$ cat src/rtl/memory_access.sv
`default_nettype none
// +----------------------------------------------------------------------------+
// | memory_access: LOAD/STORE stage between execute and writeback (rev 1.0)    |
// +----------------------------------------------------------------------------+
module memory_access #(
  parameter int         XLEN     = 32,
  parameter logic [4:0] OP_LOAD  = 5'd1,
  parameter logic [4:0] OP_STORE = 5'd2
) (
  input  logic            clk,
  input  logic            rstf,
  input  logic [31:0]     t_instr,
  input  logic            t_instr_valid,
  output logic            t_instr_ready,
  input  logic [XLEN-1:0] iPC,
  input  logic [4:0]      iDecodedOP,
  input  logic [XLEN-1:0] aluValue,
  input  logic [XLEN-1:0] rs2Value,
  output logic [31:0]     i_instr,
  output logic            i_instr_valid,
  input  logic            i_instr_ready,
  output logic [XLEN-1:0] oPC,
  output logic [4:0]      oDecodedOP,
  output logic [XLEN-1:0] oResult,
  output logic            oFault,
  output logic            dmem_req_valid,
  input  logic            dmem_req_ready,
  output logic            dmem_we,
  output logic [XLEN-1:0] dmem_addr,
  output logic [XLEN-1:0] dmem_wdata,
  output logic [3:0]      dmem_wstrb,
  input  logic            dmem_rvalid,
  input  logic [XLEN-1:0] dmem_rdata
);

  typedef enum logic [1:0] {IDLE = 2'd0, REQ = 2'd1, RESP = 2'd2} state_t;

  state_t r_state, w_state_next;

  logic [XLEN-1:0] r_addr, r_store_data, r_pc;
  logic [31:0]     r_instr;
  logic [4:0]      r_op;
  logic [2:0]      r_f3;
  logic            r_is_store;

  logic       w_accept, w_is_load, w_is_store, w_is_mem;
  logic       w_size_ok, w_misaligned, w_mem_fault;
  logic [2:0] w_f3;

  assign t_instr_ready = (r_state == IDLE) && (!i_instr_valid || i_instr_ready);
  assign w_accept      = t_instr_valid && t_instr_ready;
  assign w_f3          = t_instr[14:12];
  assign w_is_load     = (iDecodedOP == OP_LOAD);
  assign w_is_store    = (iDecodedOP == OP_STORE);
  assign w_is_mem      = w_is_load || w_is_store;

  always_comb begin
    w_size_ok = 1'b0;
    if (w_is_load)
      w_size_ok = (w_f3 == 3'd0) || (w_f3 == 3'd1) || (w_f3 == 3'd2) ||
                  (w_f3 == 3'd4) || (w_f3 == 3'd5);
    else if (w_is_store)
      w_size_ok = (w_f3 == 3'd0) || (w_f3 == 3'd1) || (w_f3 == 3'd2);
  end

  // f3[1:0] encodes access size for both signed and unsigned loads
  assign w_misaligned = ((w_f3[1:0] == 2'b01) && aluValue[0]) ||
                        ((w_f3[1:0] == 2'b10) && (aluValue[1:0] != 2'b00));
  assign w_mem_fault  = w_is_mem && (!w_size_ok || w_misaligned);

  always_ff @(posedge clk) begin
    if (rstf) r_state <= IDLE;
    else      r_state <= w_state_next;
  end

  always_comb begin
    w_state_next = r_state;
    case (r_state)
      IDLE:    if (w_accept && w_is_mem && !w_mem_fault) w_state_next = REQ;
      REQ:     if (dmem_req_ready) w_state_next = r_is_store ? IDLE : RESP;
      RESP:    if (dmem_rvalid) w_state_next = IDLE;
      default: w_state_next = IDLE;
    endcase
  end

  always_ff @(posedge clk) begin
    if (rstf) begin
      r_addr       <= '0;
      r_store_data <= '0;
      r_pc         <= '0;
      r_instr      <= '0;
      r_op         <= '0;
      r_f3         <= '0;
      r_is_store   <= 1'b0;
    end else if (w_accept && w_is_mem) begin
      r_addr       <= aluValue;
      r_store_data <= rs2Value;
      r_pc         <= iPC;
      r_instr      <= t_instr;
      r_op         <= iDecodedOP;
      r_f3         <= w_f3;
      r_is_store   <= w_is_store;
    end
  end

  // Bus fields come straight from the latched transaction, so they hold through REQ
  assign dmem_req_valid = (r_state == REQ);
  assign dmem_we        = r_is_store;
  assign dmem_addr      = {r_addr[XLEN-1:2], 2'b00};

  always_comb begin
    dmem_wdata = r_store_data;
    dmem_wstrb = 4'b0000;
    if (r_is_store) begin
      case (r_f3[1:0])
        2'b00: begin
          dmem_wdata = {4{r_store_data[7:0]}};
          dmem_wstrb = 4'b0001 << r_addr[1:0];
        end
        2'b01: begin
          dmem_wdata = {2{r_store_data[15:0]}};
          dmem_wstrb = r_addr[1] ? 4'b1100 : 4'b0011;
        end
        default: begin
          dmem_wdata = r_store_data;
          dmem_wstrb = 4'b1111;
        end
      endcase
    end
  end

  logic [7:0]      w_byte;
  logic [15:0]     w_half;
  logic [XLEN-1:0] w_load_data;

  assign w_byte = dmem_rdata[8*r_addr[1:0] +: 8];
  assign w_half = dmem_rdata[16*r_addr[1] +: 16];

  always_comb begin
    w_load_data = dmem_rdata;
    case (r_f3)
      3'd0:    w_load_data = {{24{w_byte[7]}}, w_byte};
      3'd1:    w_load_data = {{16{w_half[15]}}, w_half};
      3'd4:    w_load_data = {24'd0, w_byte};
      3'd5:    w_load_data = {16'd0, w_half};
      default: w_load_data = dmem_rdata;
    endcase
  end

  // Accepts only happen when the register is empty or draining, so loads never overwrite
  always_ff @(posedge clk) begin
    if (rstf) begin
      i_instr_valid <= 1'b0;
      i_instr       <= '0;
      oPC           <= '0;
      oDecodedOP    <= '0;
      oResult       <= '0;
      oFault        <= 1'b0;
    end else begin
      if (i_instr_valid && i_instr_ready) i_instr_valid <= 1'b0;
      if (w_accept && (!w_is_mem || w_mem_fault)) begin
        i_instr_valid <= 1'b1;
        i_instr       <= t_instr;
        oPC           <= iPC;
        oDecodedOP    <= iDecodedOP;
        oResult       <= aluValue;
        oFault        <= w_mem_fault;
      end else if ((r_state == REQ && dmem_req_ready && r_is_store) ||
                   (r_state == RESP && dmem_rvalid)) begin
        i_instr_valid <= 1'b1;
        i_instr       <= r_instr;
        oPC           <= r_pc;
        oDecodedOP    <= r_op;
        oResult       <= (r_state == RESP) ? w_load_data : r_addr;
        oFault        <= 1'b0;
      end
    end
  end

endmodule
`default_nettype wire
$ cat config.mk
export PLATFORM = sky130hd
export DESIGN_NAME = memory_access
export DESIGN_NICKNAME = d
export VERILOG_FILES = /design/src/rtl/memory_access.sv
export SDC_FILE = /design/constraint.sdc
export NUM_CORES = 1
export LEC_CHECK = 0
export ABC_AREA = 1
export BUFFER_PORTS_ARGS = -buffer_cell sky130_fd_sc_hd__clkbuf_2
export CORE_ASPECT_RATIO = 0.8
export CORE_MARGIN = 2
export CORE_UTILIZATION = 45
export DETAILED_ROUTE_END_ITERATION = 6
export PLACE_DENSITY_LB_ADDON = 0.2
export SLEW_MARGIN = 10
export SYNTH_ARGS = -nofsm -noshare
export SYNTH_HDL_FRONTEND = slang
export SYNTH_SLANG_ARGS = --single-unit
export TNS_END_PERCENT = 1
$ cat constraint.sdc
create_clock -name clk -period 2.7 [get_ports clk]
set_clock_uncertainty 0.05 [all_clocks]
set_input_delay 0.27 -clock clk [delete_from_list [all_inputs] [get_ports clk]]
set_output_delay 0.27 -clock clk [all_outputs]
set_load 0.1 [all_outputs]
# Word-level counts from Yosys, hierarchy flattened
# Cells that the tools add are included.
[word_totals]
reg_bits = 242
out_inout_bits = 174
in_bits = 171
memories = 0
mem_bits_ro = 0
latchBits = 0
ramBits = 0
word_cells = 95
[classes]
n_shift = 3
addsub = 0
n_mux = 27
n_reduce_logical = 34
div = 0
magnitude_cmp = 0
n_mul = 0
eq_ne = 17
bitwise = 0
[ops]
columns = ["op", "count"]
rows = [
  ["2-to-1 mux 32 bit", 8],
  ["one-hot mux 32 bit (4 select lines)", 1],
  ["one-hot mux 32 bit (2 select lines)", 1],
  ["indexed part select 32 x 6 -> 16 bit", 1],
  ["indexed part select 32 x 6 -> 8 bit", 1],
  ["== test 3 bit, second input constant", 4],
  ["logical AND 1 bit", 12],
  ["logical OR 1 bit", 10],
  ["2-to-1 mux 5 bit", 2],
  ["2-to-1 mux 2 bit", 4],
  ["2-to-1 mux 4 bit", 2],
  ["one-hot mux 4 bit (2 select lines)", 1],
  ["2-to-1 mux 1 bit", 7],
  ["== test 2 x 1 -> 1 bit, second input constant", 3],
  ["== test 3 x 1 -> 1 bit, second input constant", 2],
  ["logical NOT 3 bit", 2],
  ["one-hot mux 2 bit (3 select lines)", 1],
  ["== test 5 x 1 -> 1 bit, second input constant", 1],
  ["== test 5 x 2 -> 1 bit, second input constant", 1],
  ["== test 2 bit, second input constant", 2],
  ["logical NOT 1 bit", 4],
  ["logical NOT 2 bit", 2],
  ["!= test 2 x 1 -> 1 bit, second input constant", 2],
  ["nonzero test 2 bit", 2],
  ["5 further kinds", 5],
]

# Logic depth before layout (Yosys ltp)
# Gate-level depths: netlist of the first run.
[depth]
depth_word = 13
mapped_depth = 12
ltp_nobuf = 11

# Least setup slack after synthesis of the first run
# Ideal clock, no wire load.
[synth_path]
path_kind = "reg-to-output"
start = "reg r_is_store, in the netlist dmem_we"
end = "out dmem_wdata[16]"
path_stages_with_launch = 7
slack_ns = -1.726
t_required_ns = 2.380
arrival_time_ns = 4.106
n_path_buf = 2
path_cell_list = "dfxtp_1 buf_2 inv_1 nor2_1 inv_1 clkbuf_1 o21ai_0"
[synth_between]
elab_chain_cells = 1
[synth_rtl]
columns = ["element", "line_no", "text"]
rows = [
  ["start: declaration", "44", "logic r_is_store;"],
  ["start signal: assignment", "102", "r_is_store <= w_is_store;"],
  ["2-to-1 mux 32 bit", "114", "if (r_is_store) begin"],
  ["end: declaration", "30", "output logic [XLEN-1:0] dmem_wdata,"],
]
# Every way passes these cells.

# Final worst setup path of the first run
[layout_path]
start = "reg r_is_store, in the netlist dmem_we"
end = "out dmem_wdata[17]"
# The elaborated chain is that of the path after synthesis.

==> results of run 1 <==
==> metrics by stage <==
stage          utilization (%)  TNS, ns  cells
6_report                  62.7        0   2295
5_1_grt                   62.7        0   2293
4_1_cts                   62.6        0   2291
3_5_place_dp              53.9        0   2125
3_3_place_gp              53.9        0   2125
2_1_floorplan                -  -0.0145   1594
==> Yosys cell counts, types with 2 or more instances <==
master / count
sky130_fd_sc_hd__buf_4: 47
sky130_fd_sc_hd__buf_6: 12
sky130_fd_sc_hd__o22ai_1: 8
sky130_fd_sc_hd__nand2_1: 206
sky130_fd_sc_hd__buf_2: 37
sky130_fd_sc_hd__or2_2: 2
sky130_fd_sc_hd__o21ai_1: 12
sky130_fd_sc_hd__o21ai_0: 217
sky130_fd_sc_hd__dfxtp_1: 239
sky130_fd_sc_hd__o21bai_1: 2
sky130_fd_sc_hd__nor2_1: 406
sky130_fd_sc_hd__clkinv_1: 2
sky130_fd_sc_hd__buf_1: 2
sky130_fd_sc_hd__or2_1: 18
sky130_fd_sc_hd__inv_2: 4
sky130_fd_sc_hd__nand3b_1: 5
sky130_fd_sc_hd__o211ai_1: 9
sky130_fd_sc_hd__a21oi_1: 85
sky130_fd_sc_hd__a21oi_4: 2
sky130_fd_sc_hd__inv_1: 76
sky130_fd_sc_hd__nor3_1: 75
sky130_fd_sc_hd__nand2_2: 4
sky130_fd_sc_hd__clkbuf_1: 54
sky130_fd_sc_hd__nand3_1: 63
==> placed cells by master, fill, tap and decap left out, types with 9 or more instances in the layout <==
| master | instances |
|---|---|
| sky130_fd_sc_hd__o21ai_1 | 20 |
| sky130_fd_sc_hd__nor3_1 | 75 |
| sky130_fd_sc_hd__o211ai_1 | 9 |
| sky130_fd_sc_hd__or2_1 | 18 |
| sky130_fd_sc_hd__clkbuf_16 | 25 |
| sky130_fd_sc_hd__dfxtp_1 | 236 |
| sky130_fd_sc_hd__a21oi_1 | 85 |
| sky130_fd_sc_hd__o21ai_0 | 201 |
| sky130_fd_sc_hd__inv_1 | 75 |
| sky130_fd_sc_hd__dlygate4sd3_1 | 122 |
| sky130_fd_sc_hd__nand3_1 | 63 |
| sky130_fd_sc_hd__nor2_1 | 404 |
| sky130_fd_sc_hd__clkbuf_2 | 314 |
| sky130_fd_sc_hd__buf_4 | 15 |
| sky130_fd_sc_hd__nand2_1 | 206 |
| sky130_fd_sc_hd__buf_12 | 36 |
==> worst paths after layout <==
check,startpoint,end
max,dmem_we,dmem_wdata[17]
min,rs2Value[9],r_store_data[9]
max reg2reg,i_instr_valid,r_store_data[4]
min reg2reg,r_op[4],r_op[4]
==> flip-flops by register name, summed over array words and instances, names as in the netlist, 2 cells and up <==
name / cells
r_addr: 32
r_store_data: 32
r_state: 2
oPC: 32
i_instr: 32
r_instr: 32
r_pc: 32
oDecodedOP: 5
oResult: 32
r_op: 5
==> cells by family (layout without fill, tap and decap cells) <==
group                  count (synthesis)  in the layout
AO/OA/AOI/OAI                        336            336
other                                  1              5
buffers and inverters                234            614
AND/OR/NAND/NOR                      783            783
flip-flops                           239            239
==> critical path, stage by stage (launching register included) <==
cell	delay, ns
sky130_fd_sc_hd__dfxtp_4	0.39
sky130_fd_sc_hd__inv_1	0.24
sky130_fd_sc_hd__nor2_4	0.12
sky130_fd_sc_hd__inv_1	0.07
sky130_fd_sc_hd__buf_4	0.36
sky130_fd_sc_hd__nand2_1	0.19
sky130_fd_sc_hd__o21ai_4	0.11
sky130_fd_sc_hd__buf_12	0.19
==> routing by layer <==
layer | wire length [microns] | up-vias | share of wire [%]
li1 | - | 5821 | -
met1 | 15500 | 5414 | 42
met2 | 17000 | 516 | 46
met3 | 3310 | 95 | 8.9
met4 | 1350 | 2 | 3.6
met5 | 11 | - | 0.030
==> what timing repair did <==
item	CTS	global route
setup buffers	0	0
hold buffers	121	1
hold endpoints to repair	132	1
endpoints found under the setup margin	16	16
resized for setup	1	3
==> power breakdown <==
group,switching (mW),internal [mW]
combinational,1.77,0.547
sequential,0.109,3.70
clock,1.48,2.24
==> area by class of cell <==
cell class / instances / area, sq um
Clock inverter: 14 / 184
Inverter: 82 / 313
Tap cell: 318 / 398
Fill cell: 2193 / 9000
Timing Repair Buffer: 487 / 3630
Clock buffer: 31 / 708
Sequential cell: 239 / 4790
Multi-Input combinational cell: 1121 / 5090
Antenna cell: 3 / 7.51
==> qor.txt, run 1 <==
Cell variety after synth: 30
Insertion delay of the later-clocked pin in the worst-skew pair: 0.53 ns
Setup crit end kind: primary output
Number of maximum-capacitance constraint violations: 0
Root buffer selected by CTS: sky130_fd_sc_hd__clkbuf_16
Violation count after the first detailed-route iteration: 1030
Horizontal die dimension: 178 microns
H-tree levels: 1
ANT nets after route: 0
Setup repair after global routing missed its margin: false
Post-synthesis register bit count: 239
Post-synthesis instance total: 1593
Met3 layer usage reported by global route: 6.22%
CP Data Arrival Time: 2.21 ns
Final setup violation count: 0
CTS tree: done
Final-layout worst hold slack: 0.0110 ns
Total GRT Usage: 27.7%
Max Fclk: 395 MHz
Proportion of synthesized chip area in sequential cells: 43.7%
Number of buffers created by CTS: 25
Average cell area after synthesis: 6.87 sq um
Largest net degree at the start of global routing: 156
Length of the first detailed-routing pass in iterations: 5
I/O pin count: 345
Synth warnings: 0
Power per unit of standard cell area: 651 nW/um^2
Total power draw: 9.85 mW
Largest area contributor in the netlist: sky130_fd_sc_hd__dfxtp_1
Synth Area in Compound Gates: 16.0%
Height of the die: 143 microns
Num Clock Sinks: 239
Nets@finish: 2127
Area share of the largest cell type after synthesis: 43.7%
Cell types with the largest area share after synthesis: sky130_fd_sc_hd__dfxtp_1 44%, sky130_fd_sc_hd__nor2_1 14%, sky130_fd_sc_hd__o21ai_0 9.9%
Simple-gate portion of the synthesized area: 29.4%
Layout cell share with drive strength beyond 1: 22.3%
Post-synth EDFFs: 0
Clock transition at path regs: 0.06 ns
Standard-cell row count: 51
Via density per instance: 5.16
Type of the setup path with the least slack: reg -> out
Dominant combinational cell family by area after synthesis: simple AND/OR/NAND/NOR gates
HPWL after detailed placement: 24400 microns
Largest buffer count on any clock path: 3
Met1 Use GR: 35.9%
Via count of the first global-routing pass: 10600
Final period util: 93.8%
Via total after detailed routing: 11800
Transition time of the tightest slew-check pin: 0.703 ns
Max_slew headroom: 53.1%
Min-Delay Path Depth: 3
Total gr overflow: 0
Worst-path fanout max: 24
Wire length of the first global-routing pass: 56700 microns
Netlist area before placement: 10900 sq um
R2r worst-path depth: 8
Worst Setup Start Kind: flop
Pre-CTS setup slack: 0.487 ns
Antenna violations before repair: 3
Routed Wire Length: 37200 microns
Minimum clock period after layout: 2.53 ns
Most instantiated flip-flop cell in the synthesis netlist: sky130_fd_sc_hd__dfxtp_1
Data required time at the worst endpoint: 2.38 ns
Number of failing hold endpoints at the final stage: 0
Starting density of the core: 45.4%
Hold/Removal Path Class: in -> reg
Met2 track demand over resource in global routing: 45.0%
Final WS setup: 0.166 ns
Proportion of synthesized area in mux cells: 0%
Synthesized-area fraction occupied by adder cells: 0%
Post-place instance area: 13000 sq um
Routed length per instance: 16.2 microns
LEAKAGE: 6.89 nW
GP Congestion: 0.906
Async SR Flop Fraction: 0%
Total DRC errors in the routed layout: 0
Worst IR Drop VDD: 0.527 mV
Growth of design area from synthesis to finish: 38.2%
Area of the die: 25600 sq um
Area inside the core boundary: 24100 sq um
Most congested layer reported by global routing: met2
Result of the run: completed
Post-route cell area: 15100 sq um
Number of pins with negative max-slew slack in the final report: 0
PortBufs: 342
Post-synthesis xor/xnor area fraction: 0%
Worst R2R Setup Slack: 0.47 ns
Power figures use the tool's default switching activity.
==> run 2, diff against run 1 <==
Settings changed: CORE_UTILIZATION 45 to 50.
==> qor.txt, run 2 (same netlist as run 1, synthesis figures left out) <==
Largest net degree at the start of global routing: 85 (was 156)
Via density per instance: 5.28 (was 5.16)
Largest buffer count on any clock path: 3 (unchanged)
Total GRT Usage: 30.6% (was 27.7%)
Transition time of the tightest slew-check pin: 0.903 ns (was 0.703 ns)
Via total after detailed routing: 11900 (was 11800)
ANT nets after route: 0 (unchanged)
Minimum clock period after layout: 2.47 ns (was 2.53 ns)
Number of buffers created by CTS: 25 (unchanged)
Power per unit of standard cell area: 639 nW/um^2 (was 651 nW/um^2)
Post-place instance area: 13000 sq um (about the same)
Standard-cell row count: 48 (was 51)
Worst IR Drop VDD: 0.513 mV (was 0.527 mV)
Hold/Removal Path Class: in -> reg (unchanged)
Antenna violations before repair: 4 (was 3)
Final period util: 91.3% (was 93.8%)
Number of pins with negative max-slew slack in the final report: 0 (unchanged)
CP Data Arrival Time: 2.15 ns (was 2.21 ns)
Violation count after the first detailed-route iteration: 1026 (was 1030)
Growth of design area from synthesis to finish: 37.0% (was 38.2%)
Final setup violation count: 0 (unchanged)
Setup crit end kind: primary output (unchanged)
CTS tree: done (unchanged)
Post-route non-filler standard cell count: 2257 (was 2295)
Type of the setup path with the least slack: reg -> out (unchanged)
Final WS setup: 0.234 ns (was 0.166 ns)
Routed length per instance: 16.3 microns (was 16.2 microns)
I/O pin count: 345 (unchanged)
Number of maximum-capacitance constraint violations: 0 (unchanged)
Area of the die: 23100 sq um (was 25600 sq um)
Total power draw: 9.58 mW (was 9.85 mW)
Worst-path fanout max: 22 (was 24)
Final-layout worst hold slack: 0.0157 ns (was 0.0110 ns)
Post-route cell area: 15000 sq um (was 15100 sq um)
Data required time at the worst endpoint: 2.38 ns (about the same)
Max Fclk: 406 MHz (was 395 MHz)
H-tree levels: 1 (unchanged)
Result of the run: completed (unchanged)
PortBufs: 342 (unchanged)
Commonest cells after routing, fill and taps aside: 404 x sky130_fd_sc_hd__nor2_1, 314 x sky130_fd_sc_hd__clkbuf_2, 236 x sky130_fd_sc_hd__dfxtp_1, 206 x sky130_fd_sc_hd__nand2_1, 201 x sky130_fd_sc_hd__o21ai_0 (unchanged)
Commonest non-fill, non-tap cell in the layout: sky130_fd_sc_hd__nor2_1 (unchanged)
GP Congestion: 0.931 (was 0.906)
Root buffer selected by CTS: sky130_fd_sc_hd__clkbuf_16 (unchanged)
Nets@finish: 2133 (was 2127)
Area inside the core boundary: 21500 sq um (was 24100 sq um)
Wire length of the first global-routing pass: 57200 microns (was 56700 microns)
Placed cell count: 2091 (was 2125)
LEAKAGE: 6.88 nW (was 6.89 nW)
Setup repair after global routing missed its margin: false (unchanged)
Horizontal die dimension: 169 microns (was 178 microns)
Fill cell total of the finished layout: 1813 (was 2193)
Insertion delay of the later-clocked pin in the worst-skew pair: 0.53 ns (about the same)
HPWL after detailed placement: 24500 microns (was 24400 microns)
Num Clock Sinks: 239 (unchanged)
Total Negative Setup Slacks: 0 ns (unchanged)
Via count of the first global-routing pass: 11100 (was 10600)
Starting density of the core: 50.9% (was 45.4%)
Number of failing hold endpoints at the final stage: 0 (unchanged)
Layout cell share with drive strength beyond 1: 22.3% (about the same)
Routed Wire Length: 36900 microns (was 37200 microns)
Length of the first detailed-routing pass in iterations: 6 (was 5)
Total gr overflow: 0 (unchanged)
Height of the die: 136 microns (was 143 microns)
Total DRC errors in the routed layout: 0 (unchanged)
Max_slew headroom: 39.7% (was 53.1%)
Clock transition at path regs: 0.06 ns (about the same)
Fin util: 69.8% (was 62.7%)
Worst Setup Start Kind: flop (unchanged)
Pre-CTS setup slack: 0.416 ns (was 0.487 ns)
[run 2: cell types whose count changed in the layout (fill, tap and decap cells not counted), sizes merged]
cell,previous run,this run
diode,3,2
clkinvlp,1,0
dlygate4sd3,122,119
bufinv,4,1
clkinv,9,4
buf,51,60
clkbuf,345,354
[run 2: power by group]
part           switching [mW]  internal [mW]  total (mW)
sequential              0.113           3.71        3.82
clock                    1.41           2.03        3.44
combinational            1.77          0.549        2.32
[run 2: worst max-delay path, stage by stage (launching register included)]
cell and delay (ns):
sky130_fd_sc_hd__dfxtp_1 0.39, sky130_fd_sc_hd__inv_1 0.11, sky130_fd_sc_hd__buf_4 0.27, sky130_fd_sc_hd__nand2_1 0.26, sky130_fd_sc_hd__a21oi_1 0.36, sky130_fd_sc_hd__buf_12 0.22
[run 2: per-layer routing]
layer | part of all wire, % | wire length (microns) | track usage, % | vias to the layer above
met5 | 0.065 | 24 | 0 | -
met4 | 3.9 | 1440 | 11.8 | 4
met3 | 8.2 | 3030 | 6.55 | 103
met2 | 47 | 17200 | 50.9 | 558
met1 | 41 | 15200 | 39.0 | 5403
li1 | - | - | - | 5846
[run 2: final timing paths]
path | start | end | slack, ns | depth (start not counted)
worst max-delay path | r_addr[1] | dmem_wstrb[0] | 0.23 | 5
worst min-delay path | iDecodedOP[4] | oDecodedOP[4] | 0.02 | 3
worst max register to register | i_instr_valid | dmem_we | 0.39 | 10
worst min register to register | r_op[2] | r_op[2] | 0.39 | 2
[run 2: final cells by class]
class                           instances  area, sq um  share of cell area (%)
Antenna cell                            2         5.00                  0.0334
Timing Repair Buffer                  493         3640                    24.3
Tap cell                              275          344                    2.29
Clock inverter                          5         53.8                   0.359
Multi-Input combinational cell       1121         5090                    33.9
Inverter                               82          313                    2.09
Sequential cell                       239         4790                    31.9
Clock buffer                           40          763                    5.09
[run 2: repair_timing]
action / CTS / global route
setup endpoints to repair: 0 / 17
resized for setup: 0 / 2
endpoints found under the hold margin: 126 / 0
buffers inserted: 0 / 0
hold buffers: 119 / 0
